`src/rtl/rv_pkg.sv`:
```
// rtl/rv_pkg.sv - shared core widths, write-back request type and source encoding
package rv_pkg;

    localparam int XLEN   = 32;
    localparam int NREGS  = 32;
    localparam int REG_AW = 5;

    typedef struct packed {
        logic [REG_AW-1:0] rd;
        logic [XLEN-1:0]   data;
    } wb_req_t;

    typedef enum logic {
        SRC_ALU = 1'b0,
        SRC_LD  = 1'b1
    } src_t;

endpackage

```
`src/rtl/wb_arbiter_if.sv`:
```
// rtl/wb_arbiter_if.sv - result offers from ALU/load unit and the regfile write port
interface wb_arbiter_if
    import rv_pkg::*;
#(
    parameter int W  = XLEN,
    parameter int AW = REG_AW
);

    logic          alu_valid;
    logic          alu_ready;
    logic [AW-1:0] alu_rd;
    logic [W-1:0]  alu_data;
    logic          ld_valid;
    logic          ld_ready;
    logic [AW-1:0] ld_rd;
    logic [W-1:0]  ld_data;
    logic          port_busy;
    logic          wen;
    logic [AW-1:0] waddr;
    logic [W-1:0]  wdata;
    logic          wb_idle;

    modport master (
        output alu_valid, alu_rd, alu_data,
        input  alu_ready,
        output ld_valid, ld_rd, ld_data,
        input  ld_ready,
        output port_busy,
        input  wen, waddr, wdata, wb_idle
    );

    modport slave (
        input  alu_valid, alu_rd, alu_data,
        output alu_ready,
        input  ld_valid, ld_rd, ld_data,
        output ld_ready,
        input  port_busy,
        output wen, waddr, wdata, wb_idle
    );

endinterface

```
`src/rtl/wb_fifo.sv`:
```
// rtl/wb_fifo.sv - DEPTH-entry synchronous FIFO holding pending regfile writes
module wb_fifo
    import rv_pkg::*;
#(
    parameter int WIDTH = REG_AW + XLEN,
    parameter int DEPTH = 2
) (
    input  logic             clk,
    input  logic             rst_n,
    input  logic             push,
    input  logic             pop,
    input  logic [WIDTH-1:0] din,
    output logic [WIDTH-1:0] dout,
    output logic             full,
    output logic             empty
);

    localparam int PW = $clog2(DEPTH);
    localparam int CW = $clog2(DEPTH + 1);

    logic [WIDTH-1:0] mem [DEPTH];
    logic [PW-1:0]    wptr;
    logic [PW-1:0]    rptr;
    logic [CW-1:0]    count;

    // Storage carries no reset; the head is masked by the caller whenever it is not valid.
    always_ff @(posedge clk) begin
        if (push) begin
            mem[wptr] <= din;
        end
    end

    always_ff @(posedge clk) begin
        if (!rst_n) begin
            wptr  <= '0;
            rptr  <= '0;
            count <= '0;
        end else begin
            if (push) begin
                wptr <= wptr + PW'(1);
            end
            if (pop) begin
                rptr <= rptr + PW'(1);
            end
            if (push && !pop) begin
                count <= count + CW'(1);
            end else if (!push && pop) begin
                count <= count - CW'(1);
            end
        end
    end

    assign dout  = mem[rptr];
    assign full  = (count == CW'(DEPTH));
    assign empty = (count == '0);

endmodule

```
`src/rtl/wb_arbiter.sv`:
```
// rtl/wb_arbiter.sv - round-robin write-back arbiter with x0 filtering and a write buffer
module wb_arbiter
    import rv_pkg::*;
#(
    parameter int W     = XLEN,
    parameter int N     = NREGS,
    parameter int DEPTH = 2
) (
    input  logic         clk,
    input  logic         rst_n,
    wb_arbiter_if.slave  bus
);

    localparam int AW = $clog2(N);

    src_t          last_q;
    src_t          last_d;
    logic          full;
    logic          empty;
    logic          can_accept;
    logic          pick_ld;
    logic          alu_acc;
    logic          ld_acc;
    logic          push;
    logic          pop;
    logic          wen;
    logic [AW-1:0] acc_rd;
    logic [W-1:0]  acc_data;
    logic [AW+W-1:0] head;

    // A full buffer refuses both sources even if it drains this cycle.
    assign can_accept = rst_n && !full;
    assign pick_ld    = bus.ld_valid && (!bus.alu_valid || (last_q == SRC_ALU));

    assign bus.alu_ready = can_accept && !pick_ld;
    assign bus.ld_ready  = can_accept && pick_ld;

    assign alu_acc  = bus.alu_valid && bus.alu_ready;
    assign ld_acc   = bus.ld_valid && bus.ld_ready;
    assign acc_rd   = ld_acc ? bus.ld_rd   : bus.alu_rd;
    assign acc_data = ld_acc ? bus.ld_data : bus.alu_data;

    // Writes to x0 finish the handshake but never enter the buffer.
    assign push = (alu_acc || ld_acc) && (acc_rd != '0);
    assign wen  = rst_n && !empty && !bus.port_busy;
    assign pop  = wen;

    always_comb begin
        last_d = last_q;
        if (ld_acc) begin
            last_d = SRC_LD;
        end else if (alu_acc) begin
            last_d = SRC_ALU;
        end
    end

    always_ff @(posedge clk) begin
        if (!rst_n) begin
            last_q <= SRC_ALU;
        end else begin
            last_q <= last_d;
        end
    end

    wb_fifo #(
        .WIDTH (AW + W),
        .DEPTH (DEPTH)
    ) u_fifo (
        .clk   (clk),
        .rst_n (rst_n),
        .push  (push),
        .pop   (pop),
        .din   ({acc_rd, acc_data}),
        .dout  (head),
        .full  (full),
        .empty (empty)
    );

    assign bus.wen     = wen;
    assign bus.waddr   = wen ? head[AW+W-1:W] : '0;
    assign bus.wdata   = wen ? head[W-1:0]    : '0;
    assign bus.wb_idle = empty || !rst_n;

endmodule
```
`src/flat_wrapper.sv`:
```
// flat-port wrapper written by rule: the top's interface ports become plain ports
module wb_arbiter_flat import rv_pkg::*;
#(
    parameter int W     = XLEN,
    parameter int N     = NREGS,
    parameter int DEPTH = 2
)
  (clk, rst_n, bus_alu_valid, bus_alu_rd, bus_alu_data, bus_alu_ready, bus_ld_valid, bus_ld_rd, bus_ld_data, bus_ld_ready, bus_port_busy, bus_wen, bus_waddr, bus_wdata, bus_wb_idle);
  wb_arbiter_if #(.W(W)) bus_i ();
  input  logic clk;
  input  logic rst_n;
  input wire logic [$bits(bus_i.alu_valid)-1:0] bus_alu_valid;
  input wire logic [$bits(bus_i.alu_rd)-1:0] bus_alu_rd;
  input wire logic [$bits(bus_i.alu_data)-1:0] bus_alu_data;
  output wire logic [$bits(bus_i.alu_ready)-1:0] bus_alu_ready;
  input wire logic [$bits(bus_i.ld_valid)-1:0] bus_ld_valid;
  input wire logic [$bits(bus_i.ld_rd)-1:0] bus_ld_rd;
  input wire logic [$bits(bus_i.ld_data)-1:0] bus_ld_data;
  output wire logic [$bits(bus_i.ld_ready)-1:0] bus_ld_ready;
  input wire logic [$bits(bus_i.port_busy)-1:0] bus_port_busy;
  output wire logic [$bits(bus_i.wen)-1:0] bus_wen;
  output wire logic [$bits(bus_i.waddr)-1:0] bus_waddr;
  output wire logic [$bits(bus_i.wdata)-1:0] bus_wdata;
  output wire logic [$bits(bus_i.wb_idle)-1:0] bus_wb_idle;
  assign bus_i.alu_valid = bus_alu_valid;
  assign bus_i.alu_rd = bus_alu_rd;
  assign bus_i.alu_data = bus_alu_data;
  assign bus_alu_ready = bus_i.alu_ready;
  assign bus_i.ld_valid = bus_ld_valid;
  assign bus_i.ld_rd = bus_ld_rd;
  assign bus_i.ld_data = bus_ld_data;
  assign bus_ld_ready = bus_i.ld_ready;
  assign bus_i.port_busy = bus_port_busy;
  assign bus_wen = bus_i.wen;
  assign bus_waddr = bus_i.waddr;
  assign bus_wdata = bus_i.wdata;
  assign bus_wb_idle = bus_i.wb_idle;
  wb_arbiter #(.W(W), .N(N), .DEPTH(DEPTH)) u_core (.clk(clk), .rst_n(rst_n), .bus(bus_i));
endmodule
```
`config.mk`:
```
export PLATFORM = sky130hd
export DESIGN_NAME = wb_arbiter_flat
export DESIGN_NICKNAME = d
export VERILOG_FILES = /design/src/rtl/rv_pkg.sv /design/src/rtl/wb_arbiter_if.sv /design/src/rtl/wb_fifo.sv /design/src/rtl/wb_arbiter.sv /design/src/flat_wrapper.sv
export SDC_FILE = /design/constraint.sdc
export NUM_CORES = 1
export LEC_CHECK = 0
export CAP_MARGIN = 20
export CORE_AREA = 2 2 83 85
export DETAILED_ROUTE_END_ITERATION = 6
export DIE_AREA = 0 0 85 87
export DONT_BUFFER_PORTS = 1
export GPL_TIMING_DRIVEN = 0
export PLACE_DENSITY = 0.78
export SYNTH_ARGS = -nofsm -noshare
export SYNTH_HDL_FRONTEND = slang
export SYNTH_HIERARCHICAL = 1
export SYNTH_SLANG_ARGS = --single-unit
```
`constraint.sdc`:
```
create_clock -name clk -period 6.2 [get_ports clk]
set_input_delay 0.93 -clock clk [delete_from_list [all_inputs] [get_ports clk]]
set_output_delay 0.93 -clock clk [all_outputs]
set_load 0.03 [all_outputs]
```
* Word-level counts from Yosys, hierarchy flattened
Memory sizes are Yosys's and may differ from the RTL's. A register that Yosys moved wholly into a read port is not among the register bits.
Cells that the tools add are included.
** Word-level totals
- Flip-flop bits (word level) :: 5
- RAM bits :: 74
- Input bits :: 79
- Logic and storage cells :: 49
- Memories :: 1
** Cells by class
- Add/sub/neg operators :: 4
- Equal/unequal tests :: 1
- Mux-type cells :: 12
- Bitwise gates (word level) :: 1
- Reductions and logical operators :: 26
** Memory list
- u_core.u_fifo.mem :: words 2, bits a word 37, rd ports 1, clocked after memory_dff 1, wr ports 1, line wb_fifo.sv:21 : logic [WIDTH-1:0] mem [DEPTH];
** Operators by type and width (number)
- $mux W32 :: 2
- $logic_and A1 B1 Y1 :: 11
- $mux W5 :: 2
- $logic_not A1 Y1 :: 8
- $mux W1 :: 6
- $reduce_bool A5 Y1 :: 1
- $mux W2 :: 2
- $reduce_bool A2 Y1 :: 2
- $logic_or A1 B1 Y1 :: 3
- $add A1 B1 Y1 const B :: 2
- $add A2 B1 Y2 const B :: 1
- $eq A2 B2 Y1 const B :: 1
- $logic_not A2 Y1 :: 1
- $sub A2 B1 Y2 const B :: 1
- $not A1 Y1 :: 1

* Depth between registers and ports, before layout
- Depth after elaboration :: 12
- Depth in mapped cells :: 9
- Mapped depth without buffers :: 8

* Hierarchy
Netlist, hierarchy kept.
** By module, submodules not included
- wb_fifo :: times used 1, cells each 137, area each 2896.5 um^2
- wb_arbiter :: times used 1, cells each 100, area each 895.9 um^2

* Worst setup path after synthesis
OpenSTA, ideal clock, no wires.
- Path kind :: in2reg
- From :: in bus_ld_valid
- To :: mem u_core/u_fifo/mem[0][0] (netlist bit), enable pin
- Data arrival time :: 3.172 ns
- Slack :: 2.591 ns
- Stages on the path :: 4
- Buffers on the path :: 0
- Cell sequence :: a21boi_2 o21ai_0 a21oi_1 nor2b_1
** Between the ends
- Word-level cells in the longest chain between the ends :: 8
- Elaborated cells on any way between the ends :: 12
- Those cells by class :: mux (3); reduce/logical (9)
** RTL lines
- from (decl) :: line flat_wrapper.sv:16 : input wire logic [$bits(bus_i.ld_valid)-1:0] bus_ld_valid;
- $logic_and A1 B1 Y1 :: line wb_arbiter.sv:33 : assign pick_ld = bus.ld_valid && (!bus.alu_valid || (last_q == SRC_ALU));
- $logic_and A1 B1 Y1 / $logic_not A1 Y1 (equally long branches) :: line wb_arbiter.sv:36, wb_arbiter.sv:35
- $logic_and A1 B1 Y1, on equally long branches :: line wb_arbiter.sv:39, wb_arbiter.sv:35
- $mux W5 / $logic_and A1 B1 Y1 (equally long branches) :: line wb_arbiter.sv:40, wb_arbiter.sv:38
- $reduce_bool A5 Y1 / $logic_or A1 B1 Y1 (equally long branches) :: line wb_arbiter.sv:44 : assign push = (alu_acc || ld_acc) && (acc_rd != '0);
- $logic_and A1 B1 Y1 * :: line wb_arbiter.sv:44
- named net u_core.push :: line wb_arbiter.sv:24 : logic push;
- $mux W1 * :: line wb_fifo.sv:28 : if (push) begin
- $mux W1 (implied by the code) * :: line wb_fifo.sv:29 : mem[wptr] <= din;
- to (decl) :: line wb_fifo.sv:21
The timed path passes the listed nets; every way through them passes the cells marked *.

* Worst setup path after layout
- From :: in rst_n
- To :: out bus_wdata[26]
** Between the ends
- Word-level cells in the longest chain between the ends :: 3
** RTL lines
- from (decl) :: line flat_wrapper.sv:11 : input logic rst_n;
- $logic_and A1 B1 Y1 (2 in a row) :: line wb_arbiter.sv:45 : assign wen = rst_n && !empty && !bus.port_busy;
- named net bus_wen :: line flat_wrapper.sv:21 : output wire logic [$bits(bus_i.wen)-1:0] bus_wen;
- $mux W32 :: line wb_arbiter.sv:81 : assign bus.wdata = wen ? head[W-1:0] : '0;
- to (decl) :: line flat_wrapper.sv:23 : output wire logic [$bits(bus_i.wdata)-1:0] bus_wdata;
The timed path passes the listed nets, and every way through them passes these cells.

==> key figures <==
Die
  • Ports: 120
  • Die area: around 0.0074 mm^2
  • Initial Utilization: ~58%
  • Site row count: 30
  • CORE AREA: ~0.0066 mm^2
  • Die W: about 85 um
  • Die height: 87 um

GRT
  • Vias in the first global route: slightly above 2,000
  • GRT Overall Usage: between 10% and 20%
  • Initial antenna violation count: 0
  • Global-route wire length before repair: 10,300 um
  • Largest net degree at the start of global routing: 38
  • Grt total ovfl: 0

Timing
  • Final Critical Period: 3370 ps
  • Final Slew Violations: 0
  • Slew headroom: 42.4%
  • RSZ-0062 raised after global routing: no
  • Setup WS post-layout: 2830 ps
  • # setup viols final: 0
  • Final worst-path cycle share: a little over half
  • Slew @ Worst Pin: 864 ps
  • Setup_tns: 0 ps
  • Fmax: between 200 and 300 MHz
  • Hold Violations, Final: 0
  • Fin Clk Skew: 10.6 ps

Layout
  • Reg area: 0.00234 mm^2
  • Area Overhead vs Synth: 9.70%
  • Diode count: 0
  • Post-layout util: between 60 and 70%
  • Cell Count, Final, Fillers Out: roughly 340
  • Fill count: ~460
  • Area of the multi-input gates: about 0.0013 mm^2
  • # nets final: between 300 and 400
  • Share of cells above drive strength 1: about two fifths

Run
  • Max cap viols: 0

Logic synthesis
  • Mux cell area share after synthesis: 23.9%
  • Syn avg cell area: ~16 um^2
  • Simple-gate area share of the yosys netlist: between 8 and 9%
  • Async S/R FF share, synth: 0%
  • Post-synthesis cell count: 237
  • FF+latch count, synth: 80
  • Synth cell types: 27
  • Prevailing post-synth register cell: edfxtp_1
  • Post-synth EDFFs: 74
  • Seq/Total Area, Yosys: between 60% and 70%
  • Complex-gate fraction of the synthesized area: 1.68%
  • Synth Area in Adders: less than 1%
  • Post-Syn Nets: ~320
  • XOR/XNOR Fraction of Synth Area: less than 1%
  • YS warnings: 6
  • Largest family of logic cells by synthesized area: multiplexers
  • Cell area after synthesis: around 0.0038 mm^2

Clock network
  • H-tree levels: 3
  • Hold_buf cts: 0
  • Clock latency at the later pin of the worst-skew pair: between 300 and 400 ps
  • Inserted Clock Buffers: 9
  • Clock Sinks: 80
  • CTS Root Cell: clkbuf_8
  • Setup Buffers After CTS: 0
  • Clk pin slew, worst setup/hold paths: around 70 ps
  • Clock buffer depth: 2
  • CTS tree: yes
  • Resize count post-CTS: 0

Worst setup path
  • Worst Setup Start Kind: primary input
  • Buf+Inv Stages, Crit Path: 1
  • Critical path's top delay family: simple AND/OR/NAND/NOR gates
  • Element type at the critical path end: primary output
  • Max incr delay on CP: roughly 670 ps
  • Worst setup path class: primary input to primary output
  • Worst path required time: ~5300 ps
  • Critical Path Fanout Max: 12
  • Worst-path cell chain: nand2b_1, nor2_1, clkbuf_1, and2_1
  • Critical Path AT: between 2000 and 2500 ps
  • R2r setup slk: 3590 ps
  • CP max-delay cell: clkbuf_1

Placement
  • Placement Setup Slack: roughly 2800 ps
  • GP Congestion: approximately 0.72
  • Placed insts: between 300 and 400
  • DP HPWL: roughly 4600 um
  • IO Port Bufs: 0

Power and ir drop
  • Pwr/cell area: between 300 and 400 mW/mm^2
  • Worst vdd ir: about 0.22 mV
  • Power after layout: 0.00139 W
  • Leak: 1.50 nW

Detailed routing
  • WL final: 6660 um
  • DRC viols: 0
  • Vias: 1,968
  • Drt initial violations: 100
  • Pre-antenna DRT Iters: 4
  • Vias per inst: about 5.9
  • WL/cell: between 15 and 20 um
  • Post-DRT Antenna Nets: 0

Outcome
  • Outcome: complete, no violations

Min path
  • Worst hold path type: register to register
-- flip-flops by register name (all words and copies together), names as in the netlist, named ones only --
register and cells:
u_core/last_q 1, u_core/u_fifo/rptr 1, u_core/u_fifo/mem 74, u_core/u_fifo/wptr 1
u_core/u_fifo/count 2
-- per-layer routing --
layer | global-route usage, % | routed length [um] | up-vias
li1 | - | - | 900
met1 | 22.2 | 2670 | 973
met2 | 32.4 | 3400 | 83
met3 | 5.02 | 435 | 12
met4 | 9.52 | 153 | 0
met5 | 0 | 0 | -
-- stage by stage --
stage	hold slack, ps	instance area [um^2]
finish	506	4160
global route	549	4160
CTS	508	4160
detailed placement	498	3950
global placement	474	3890
floorplan	466	3790
-- kinds of logic (layout without fill, tap and decap cells) --
group,count (synthesis),count (layout)
XOR/XNOR,3,3
AND/OR/NAND/NOR,53,53
adder cells (fa/ha/maj),1,1
buffers and inverters,17,35
multiplexers,74,74
AO/OA/AOI/OAI,9,9
flip-flops,80,80
-- tightest hold or removal path, cell delays in order, from the launching register on --
cell and delay (ps):
dfxtp_1 330, o21ai_0 80, a21boi_1 60
-- cell usage after synthesis, types with 2 or more instances --
cell	instances	area, um^2
edfxtp_1	74	2220
mux2_2	55	619
and2_1	41	257
mux2_4	19	285
buf_6	6	67.6
dfxtp_1	6	120
inv_1	5	18.8
buf_2	3	15.0
clkbuf_1	3	11.3
nor2_1	3	11.3
a21oi_1	2	10.0
nor2b_1	2	12.5
o21ai_0	2	10.0
or4_1	2	15.0
xor2_1	2	17.5
-- layout make-up --
| type | count | area share, % |
|---|---|---|
| Sequential cell | 80 | 56.3 |
| Inverter | 5 | 0.451 |
| Timing Repair Buffer | 2 | 1.14 |
| Buffer | 12 | 2.26 |
| Clock inverter | 6 | 2.02 |
| Multi-Input combinational cell | 140 | 32.4 |
| Tap cell | 80 | 2.41 |
| Clock buffer | 10 | 3.07 |
-- final timing paths --
| path | startpoint | end | cells past startpoint |
|---|---|---|---|
| setup / recovery | rst_n | bus_wdata[26] | 4 |
| hold / removal | u_core/u_fifo/count[1] | u_core/u_fifo/count[1] | 2 |
| setup reg to reg | u_core/u_fifo/count[0] | u_core/u_fifo/count[1] | 8 |
| hold reg to reg | u_core/u_fifo/count[1] | u_core/u_fifo/count[1] | 2 |
-- where the power goes --
group | internal, W | switching [W] | leakage [nW]
clock | 0.000225 | 0.000181 | 0.0999
combinational | 0.000135 | 0.000175 | 0.669
sequential | 0.000658 | 0.0000162 | 0.730
total | 0.00102 | 0.000372 | 1.50
-- cell usage in the layout (no fill, tap or decap), types with 2 or more instances in the layout --
| cell type | synthesis | routed |
|---|---|---|
| a21oi_1 | 2 | 2 |
| and2_1 | 41 | 40 |
| buf_2 | 3 | 3 |
| buf_6 | 6 | 6 |
| bufinv_16 | 0 | 2 |
| clkbuf_1 | 3 | 4 |
| clkbuf_8 | 0 | 9 |
| clkinvlp_4 | 0 | 2 |
| dfxtp_1 | 6 | 6 |
| edfxtp_1 | 74 | 74 |
| inv_1 | 5 | 5 |
| mux2_2 | 55 | 55 |
| mux2_4 | 19 | 19 |
| nor2_1 | 3 | 3 |
| o21ai_0 | 2 | 2 |
| or4_1 | 2 | 2 |
| xor2_1 | 2 | 2 |
No activity file was read; power rests on OpenSTA's default activity.
==> RTL edit: new RTL, same flow settings <==
Make the reset (`rst_n`) asynchronous in 2 clocked blocks.
--- a/src/rtl/wb_fifo.sv
+++ b/src/rtl/wb_fifo.sv
@@ -31,5 +31,5 @@
     end
 
-    always_ff @(posedge clk) begin
+    always_ff @(posedge clk or negedge rst_n) begin
         if (!rst_n) begin
             wptr  <= '0;
--- a/src/rtl/wb_arbiter.sv
+++ b/src/rtl/wb_arbiter.sv
@@ -55,5 +55,5 @@
     end
 
-    always_ff @(posedge clk) begin
+    always_ff @(posedge clk or negedge rst_n) begin
         if (!rst_n) begin
             last_q <= SRC_ALU;
Check against the original RTL: no difference found for any inputs over 10 cycles, from zero or initial values and one cycle with rst_n low; that may be too few to reach the edited logic, so the function may still have changed.
==> RTL edit against the unedited design <==
Area after synthesis increased by 1.1%. Largest power group unchanged. Die area unchanged. Worst setup slack got worse by 0.025 ns. Synthesized cell count decreased by 3.4%. Design area increased by 1.3%. Routed wire length decreased by 1.3%. Combinational power increased by 89%. Sequential cell count decreased by 1. Critical path type unchanged. Via count decreased by 7.0%. Total power increased by 29%. Sequential share of layout area decreased by 0.60 points.
==> RTL edit: results (changes against the unedited design) <==
global_routing:
  groute.usage.overall_pct: 17.75  # was 18.96%
  grt_pass1_vias: 1921  # was 2,045
  grt_first_pass_wirelength_um: 9618  # was 10,290 um
power:
  standby_leakage_power_nw: 1.595  # was 1.499 nW
  vdd_ir_drop_max_mv: 0.2397  # was 0.2248 mV
setup_path:
  rr_startpoint: "u_core/u_fifo/count[0]"  # unchanged
  reg2reg_depth: 9  # was 8
  timing.critical_path.arrival_ns: 2.47  # was 2.44 ns
  rr_endpoint: "u_core/u_fifo/count[1]"  # unchanged
  reg2reg_slack_ns: 3.72  # was 3.59 ns
synthesis:
  synth.top_cells.by_count: "74 x sky130_fd_sc_hd__edfxtp_1, 39 x sky130_fd_sc_hd__mux2_4, 38 x sky130_fd_sc_hd__and2_1"  # was 74 x sky130_fd_sc_hd__edfxtp_1, 55 x sky130_fd_sc_hd__mux2_2, 41 x sky130_fd_sc_hd__and2_1
  synth_fp_nets: 309  # was 317
  asyncSetResetFlopFracSynth_pct: 6.329  # was 0%
  synth.yosys.seq_area_share_pct: 61.23  # was 61.76%
  synthDistinctLibCells: 26  # was 27
  synth.top_cells.by_area: "sky130_fd_sc_hd__edfxtp_1 58%, sky130_fd_sc_hd__mux2_4 15%, sky130_fd_sc_hd__and2_1 6.2%, sky130_fd_sc_hd__mux2_1 5.3%, sky130_fd_sc_hd__mux2_2 5.0%"  # was sky130_fd_sc_hd__edfxtp_1 59%, sky130_fd_sc_hd__mux2_2 16%, sky130_fd_sc_hd__mux2_4 7.5%, sky130_fd_sc_hd__and2_1 6.8%, sky130_fd_sc_hd__dfxtp_1 3.2%
detailed_routing:
  detail_route.iter0.violations: 56  # was 100
  routed-via-count: 1831  # was 1,968
  routed_wire_length_per_instance_um: 20.18  # was 19.89 um
timing:
  worstMarginPinSlew_ns: 0.9471  # was 0.8641 ns
  hold_slack_ns: 0.2760  # was 0.5063 ns
placement:
  gp_congestion: 0.7317  # was 0.7212
  dpl.hpwl_um: 4475  # was 4600 um
outcome:
  outcome: "completed"  # unchanged
worst_hold_path:
  min-delay-path-class: "in -> async"  # was reg -> reg
## RTL edit: cell count changes after synthesis, moves of 2 or more
| cell | before | now |
|---|---|---|
| sky130_fd_sc_hd__xor2_1 | 2 | 4 |
| sky130_fd_sc_hd__dfrtp_1 | 0 | 5 |
| sky130_fd_sc_hd__and2_1 | 41 | 38 |
| sky130_fd_sc_hd__dfxtp_1 | 6 | 0 |
| sky130_fd_sc_hd__mux2_4 | 19 | 39 |
| sky130_fd_sc_hd__mux2_1 | 0 | 18 |
| sky130_fd_sc_hd__inv_1 | 5 | 2 |
| sky130_fd_sc_hd__o21ai_0 | 2 | 0 |
| sky130_fd_sc_hd__mux2_2 | 55 | 17 |
## RTL edit: metrics by stage
step	utilization, %	instances	setup WS, ns	power, W	instance area (um^2)
after floorplan	-	229	2.635	0.001242	3834
after global placement	59.89	309	1.661	0.001324	3934
after detailed placement	60.44	310	2.736	0.001350	3970
after CTS	64.15	326	2.726	0.001807	4214
after global routing	64.15	326	2.663	0.001865	4214
final	64.15	326	2.802	0.001786	4214
## RTL edit: cells by family (layout without fill, tap and decap cells)
kind of cell	count (synthesis)	after routing	synth area share (%)
flops	79	79	61.23
mux	74	74	25.55
simple gates	49	49	7.833
buf+inv	15	32	2.774
compound gates	6	6	1.142
xor+xnor	5	5	1.142
fa+ha+maj	1	1	0.3263
## RTL edit: critical path, cell delays in order
cell	delay [ns]
sky130_fd_sc_hd__nand2b_1	0.21
sky130_fd_sc_hd__nor2_1	0.25
sky130_fd_sc_hd__clkbuf_1	0.65
sky130_fd_sc_hd__and2_1	0.42
## RTL edit: final cells by class
cell class              count  area [um^2]
multi-input cells         135         1389
fillers                   452         2355
inverters                   3        11.26
clock inverters             7        120.1
clock buffers               9        123.9
repair buffers              1        27.53
plain buffers              12        95.09
well taps                  80        100.1
flip-flops and latches     79         2347
## RTL edit: power by group
part	total [W]	switching, W	internal, W
logic	0.000584	0.000317	0.000266
registers	0.000748	0.0000360	0.000712
clock network	0.000455	0.000186	0.000269
## RTL edit: how the worst max path moves through the flow
stage | start | end | cells past startpoint
2_1_floorplan | bus_ld_valid | u_core/u_fifo/mem[0][0] | 4
3_3_place_gp | bus_ld_valid | u_core/u_fifo/mem[0][15] | 4
3_5_place_dp | rst_n | bus_wdata[26] | 4
4_1_cts | u_core/u_fifo/count[0] | bus_wdata[26] | 5
5_1_grt | u_core/u_fifo/count[0] | bus_wdata[26] | 5
6_report | rst_n | bus_wdata[26] | 4
## RTL edit: routing by layer
| layer | track usage [%] | routed length [um] | vias to the layer above |
|---|---|---|---|
| met1 | 21.62 | 2725 | 894 |
| met2 | 29.83 | 3408 | 62 |
| met5 | 0 | 0 | - |
| li1 | - | - | 865 |
| met3 | 4.360 | 346 | 10 |
| met4 | 8.514 | 97 | 0 |
